$ cat config.mk
export PLATFORM = sky130hd
export DESIGN_NAME = regfile_sb
export DESIGN_NICKNAME = d
export VERILOG_FILES = /design/src/rtl/regfile_sb.sv
export SDC_FILE = /design/constraint.sdc
export NUM_CORES = 2
export LEC_CHECK = 0
export CAP_MARGIN = 15
export CORE_MARGIN = 1.5
export CORE_UTILIZATION = 43
export CTS_CLUSTER_SIZE = 10
export DETAILED_ROUTE_END_ITERATION = 10
export DONT_BUFFER_PORTS = 1
export HOLD_SLACK_MARGIN = 0.06
export SYNTH_ARGS = -nofsm -noshare
export SYNTH_HDL_FRONTEND = slang
export SYNTH_SLANG_ARGS = --single-unit
$ cat constraint.sdc
create_clock -name clk -period 4.45 [get_ports clk]
set_input_delay 1.335 -clock clk [delete_from_list [all_inputs] [get_ports clk]]
set_output_delay 1.335 -clock clk [all_outputs]
set_load 0.1 [all_outputs]
$ cat src/rtl/regfile_sb.sv
// Integer register file with combinational read ports, one write-back port
// and a per-register busy scoreboard for decode-stage hazard detection.
module regfile_sb #(
    parameter int unsigned     XLEN    = 32,
    parameter int unsigned     NREGS   = 32,
    parameter int unsigned     NREAD   = 2,
    parameter int unsigned     SP_IDX  = 2,
    parameter logic [XLEN-1:0] SP_INIT = XLEN'(32'h7cc)
) (
    input  logic                  clk,
    input  logic                  rst,
    input  logic [NREAD*5-1:0]    rd_name,
    output logic [NREAD*XLEN-1:0] rd_val,
    output logic [NREAD-1:0]      rd_busy,
    input  logic                  wb_en,
    input  logic [4:0]            wb_name,
    input  logic [XLEN-1:0]       wb_val,
    input  logic                  iss_en,
    input  logic [4:0]            iss_name,
    input  logic                  flush,
    output logic                  busy_any
);

    localparam int unsigned IDX_W = $clog2(NREGS);

    logic [XLEN-1:0]  regs_q [NREGS];
    logic [XLEN-1:0]  regs_d [NREGS];
    logic [NREGS-1:0] busy_q;
    logic [NREGS-1:0] busy_d;

    logic             wb_ok;
    logic             iss_ok;
    logic [IDX_W-1:0] wb_idx;
    logic [IDX_W-1:0] iss_idx;

    // x0 and names beyond the implemented file are never stored or tracked.
    function automatic logic name_ok(input logic [4:0] n);
        return (32'(n) < NREGS) && (n != 5'd0);
    endfunction

    assign wb_ok   = wb_en && name_ok(wb_name);
    assign iss_ok  = iss_en && name_ok(iss_name);
    assign wb_idx  = wb_name[IDX_W-1:0];
    assign iss_idx = iss_name[IDX_W-1:0];

    // Read ports: write-through bypass, and a landing write-back clears the hazard.
    for (genvar k = 0; k < NREAD; k++) begin : g_rd
        logic [4:0]       name;
        logic [IDX_W-1:0] idx;
        logic             valid;
        logic             hit;

        assign name  = rd_name[5*k +: 5];
        assign idx   = name[IDX_W-1:0];
        assign valid = name_ok(name);
        assign hit   = wb_ok && (wb_name == name);

        assign rd_val[XLEN*k +: XLEN] = !valid ? '0 :
                                        hit    ? wb_val : regs_q[idx];
        assign rd_busy[k] = valid && busy_q[idx] && !hit;
    end

    assign busy_any = |busy_q;

    // Next state; later assignments win, so issue overrides flush and write-back.
    always_comb begin
        regs_d = regs_q;
        busy_d = busy_q;
        if (wb_ok) begin
            regs_d[wb_idx] = wb_val;
            busy_d[wb_idx] = 1'b0;
        end
        if (flush) begin
            busy_d = '0;
        end
        if (iss_ok) begin
            busy_d[iss_idx] = 1'b1;
        end
    end

    always_ff @(posedge clk) begin
        if (rst) begin
            for (int unsigned i = 0; i < NREGS; i++) begin
                regs_q[i] <= (i == SP_IDX && i != 0) ? SP_INIT : '0;
            end
            busy_q <= '0;
        end else begin
            regs_q <= regs_d;
            busy_q <= busy_d;
        end
    end

endmodule

==> run_results.csv <==
group,metric,value,unit
sta,hold_violations,0,
final_layout,layout.cells.most_common_list,"sky130_fd_sc_hd__nand2_1 (2031), sky130_fd_sc_hd__dfxtp_1 (1055), sky130_fd_sc_hd__a21oi_1 (1003)",
drt,post_drt_via_cell_ratio,6.43,
final_layout,share_of_cells_above_drive_strength_1,20.2,%
status,status,"finished, violations left",
synth,post_synth_num_cell_types,54,
synth,ys_warn_count,0,
drt,total_wirelength_of_the_detailed_routed_design,220000,microns
drt,routedWlPerCell,28.7,microns
placed_design,pre_cts_ws,-0.256,ns
sta,final.setup.worst_slack,-0.830,ns
synth,synth_sequential_area_ratio,39.0,%
clocking,insertion_delay,0.73,ns
sta,fmax,0.189,GHz
sta,clock_skew,0,ns
sta,final-setup-viol-count,65,
final_layout,fillerInstances,11500,
pwr,post-layout-total-power,20.6,mW
drt,detailed_route_iter0_violations,7658,
floorplan,placement_rows,130,
drt,drt_pass1_iterations,6,
floorplan,core_area,125000,sq um
final_layout,area.growth.synth_to_final,14.8,%
synth,postSynthAreaPerCell,8.71,sq um
synth,ys_seq_elements,1055,
sta,slew_at_the_pin_closest_to_its_max_slew_limit,1.50,ns
sta,post-route-min-period,5.28,ns
global_route,grt_start_max_net_pins,1031,
final_layout,instances_no_fill,7668,
synth,synthArstFlopShare,0,%
worst_setup_path,criticalPathCategory,"primary input to output port",
floorplan,chipWidth,358,microns
pwr,cellPowerDensity,332,nW/um^2
final_layout,layout.cells.most_common,"sky130_fd_sc_hd__nand2_1",
clocking,path_clk_slew,0.06,ns
floorplan,die_height,358,microns
global_route,grt_antenna_before_repair,4,
drt,ant_nets,0,
floorplan,io_pins,124,
placed_design,portBuffers,0,
synth,ys_dominant_reg_cell,"sky130_fd_sc_hd__dfxtp_1",
sta,finalCritPeriodShare,119,%
drt,route.vias.total,49300,
placed_design,finalWeightedCongestion,0.933,
pwr,power.static_leakage,20.1,nW
clocking,cts_made_buffers,117,
floorplan,die_area,128000,sq um
final_layout,finalCoreUtilization,49.6,%
worst_setup_path,worstSetupStartpointType,"primary input",
clocking,clockRootBuffer,"sky130_fd_sc_hd__clkbuf_16",
floorplan,start_util,43.2,%
clocking,cts_tree,"built",
min_path,hp-class,"register to register",
synth,synth-edff-count,0,
clocking,cts.path.max_buffers,3,
worst_setup_path,worstSetupEndpointType,"output port",
sta,unrepaired_setup_endpoints_after_global_routing,"yes",
pwr,ir_worst_vdd,0.351,mV
final_layout,antenna-diode-count,0,
placed_design,placed_cells_incl_taps,7515,
global_route,grt.total_usage,33.3,%
placed_design,hpwl_after_detailed_placement,125000,microns
final_layout,finalNetCount,6051,
synth,synth_nets,6275,
global_route,via_count_of_the_first_global_routing_pass,45900,
worst_setup_path,crit_fanout,309,
drt,remaining_drc_errors,0,
clocking,cts_max_level,3,
synth,synth.cell_area,54100,sq um
flow_run,maxCapViolations,0,
worst_setup_path,worstPathRequired,3.12,ns
global_route,global_route_wire_length_before_repair,315000,microns
sta,maxSlewViolCount,0,
synth,mapped_cells,6218,
sta,slew_headroom,0.00334,%
status,failing_checks,"negative setup slack",
worst_setup_path,arrival,3.94,ns
global_route,total_congestion_overflow_after_global_routing,0,
clocking,cts_num_sinks,1055,
==> report_power, final <==
group          switching [mW]  internal [mW]  total [mW]  leakage [nW]
logic                    1.42          0.876        2.29          10.1
registers              0.0502           9.52        9.57          8.50
clock network            3.99           4.76        8.75          1.55
total                    5.45           15.2        20.6          20.1
==> per-stage QoR <==
step	setup TNS, ns	instance area [sq um]	hold slack [ns]
after floorplan	-2.80	54700	0.442
after global placement	-4.88	57300	0.448
after detailed placement	-5.27	57300	0.455
after CTS	-0.524	61100	0.463
after global routing	-11.47	62200	0.480
final	-27.66	62200	0.458
==> worst max-delay path, stage by stage <==
cell                       delay (ns)
sky130_fd_sc_hd__mux4_2          1.03
sky130_fd_sc_hd__a211oi_4        0.28
sky130_fd_sc_hd__a211oi_2        0.07
sky130_fd_sc_hd__a211o_4         0.35
sky130_fd_sc_hd__buf_12          0.17
==> flip-flops by register name, indices dropped and copies added, names as in the netlist <==
name	cells
busy_q	32
regs_q	1023
==> what timing repair did <==
| action | 4_1_cts | 5_1_grt |
|---|---|---|
| cloned | 1 | 1 |
| hold buffers | 0 | 0 |
| setup buffers | 4 | 14 |
| endpoints found under the setup margin | 60 | 62 |
| resized for setup | 97 | 171 |
| pin swaps | 37 | 90 |
==> kinds of logic (layout without fill, tap and decap cells) <==
family	after synthesis	in the layout	synth area share (%)
buffers and inverters	676	476	5.54
XOR/XNOR	10	10	0.162
AND/OR/NAND/NOR	2314	2314	16.9
flip-flops	1055	1055	39.0
AO/OA/AOI/OAI	1467	1467	15.9
multiplexers	696	696	22.5
==> layout make-up <==
cell class / count / area [sq um] / share of cell area, %
clock buffer: 136 / 3060 / 4.92
clock inverter: 7 / 108 / 0.173
inverter: 10 / 40.0 / 0.0644
multi-input combinational: 4487 / 32200 / 51.7
sequential: 1055 / 21100 / 34.0
tap: 1650 / 2060 / 3.32
timing repair buffer: 323 / 3600 / 5.79
==> worst paths after layout <==
| path | cells past startpoint | slack, ns | from | endpoint |
|---|---|---|---|---|
| worst min-delay path | 2 | 0.46 | regs_q[310]$_SDFFE_PP0P_ | regs_q[310]$_SDFFE_PP0P_ |
| worst max-delay path | 5 | -0.83 | rd_name[5] | rd_val[41] |
| worst min register to register | 2 | 0.46 | regs_q[310]$_SDFFE_PP0P_ | regs_q[310]$_SDFFE_PP0P_ |
| worst max register to register | 2 | 3.73 | regs_q[16]$_SDFFE_PP0P_ | regs_q[16]$_SDFFE_PP0P_ |
==> routing by layer <==
layer / GRT usage (%) / vias to the layer above / routed length, microns
met2: 51.4 / 3089 / 98400
met4: 17.0 / 4 / 11400
li1: - / 21400 / -
met3: 7.54 / 594 / 26500
met1: 43.6 / 24300 / 83600
met5: 0 / - / 27
==> cell usage after synthesis (all sizes together) (8+ instances only) <==
cell,n,area share (%)
nand2,2063,14
dfxtp,1055,39
a21oi,1038,9.6
clkbuf,506,3.5
mux4,418,17
mux2i,271,5.0
buf,160,2.0
a221oi,95,1.5
a211oi,66,0.92
o22ai,63,0.73
nor2,61,0.43
a211o,56,0.91
nor2b,52,0.60
nor3,47,0.43
a22oi,40,0.55
o21ai,30,0.28
a32o,29,0.54
nand2b,19,0.22
a221o,16,0.30
and3,15,0.17
nor4,13,0.15
o21bai,13,0.18
inv,10,0.069
nand3b,9,0.12
nor3b,8,0.11
Note: power is estimated with default switching activity, not from simulation.
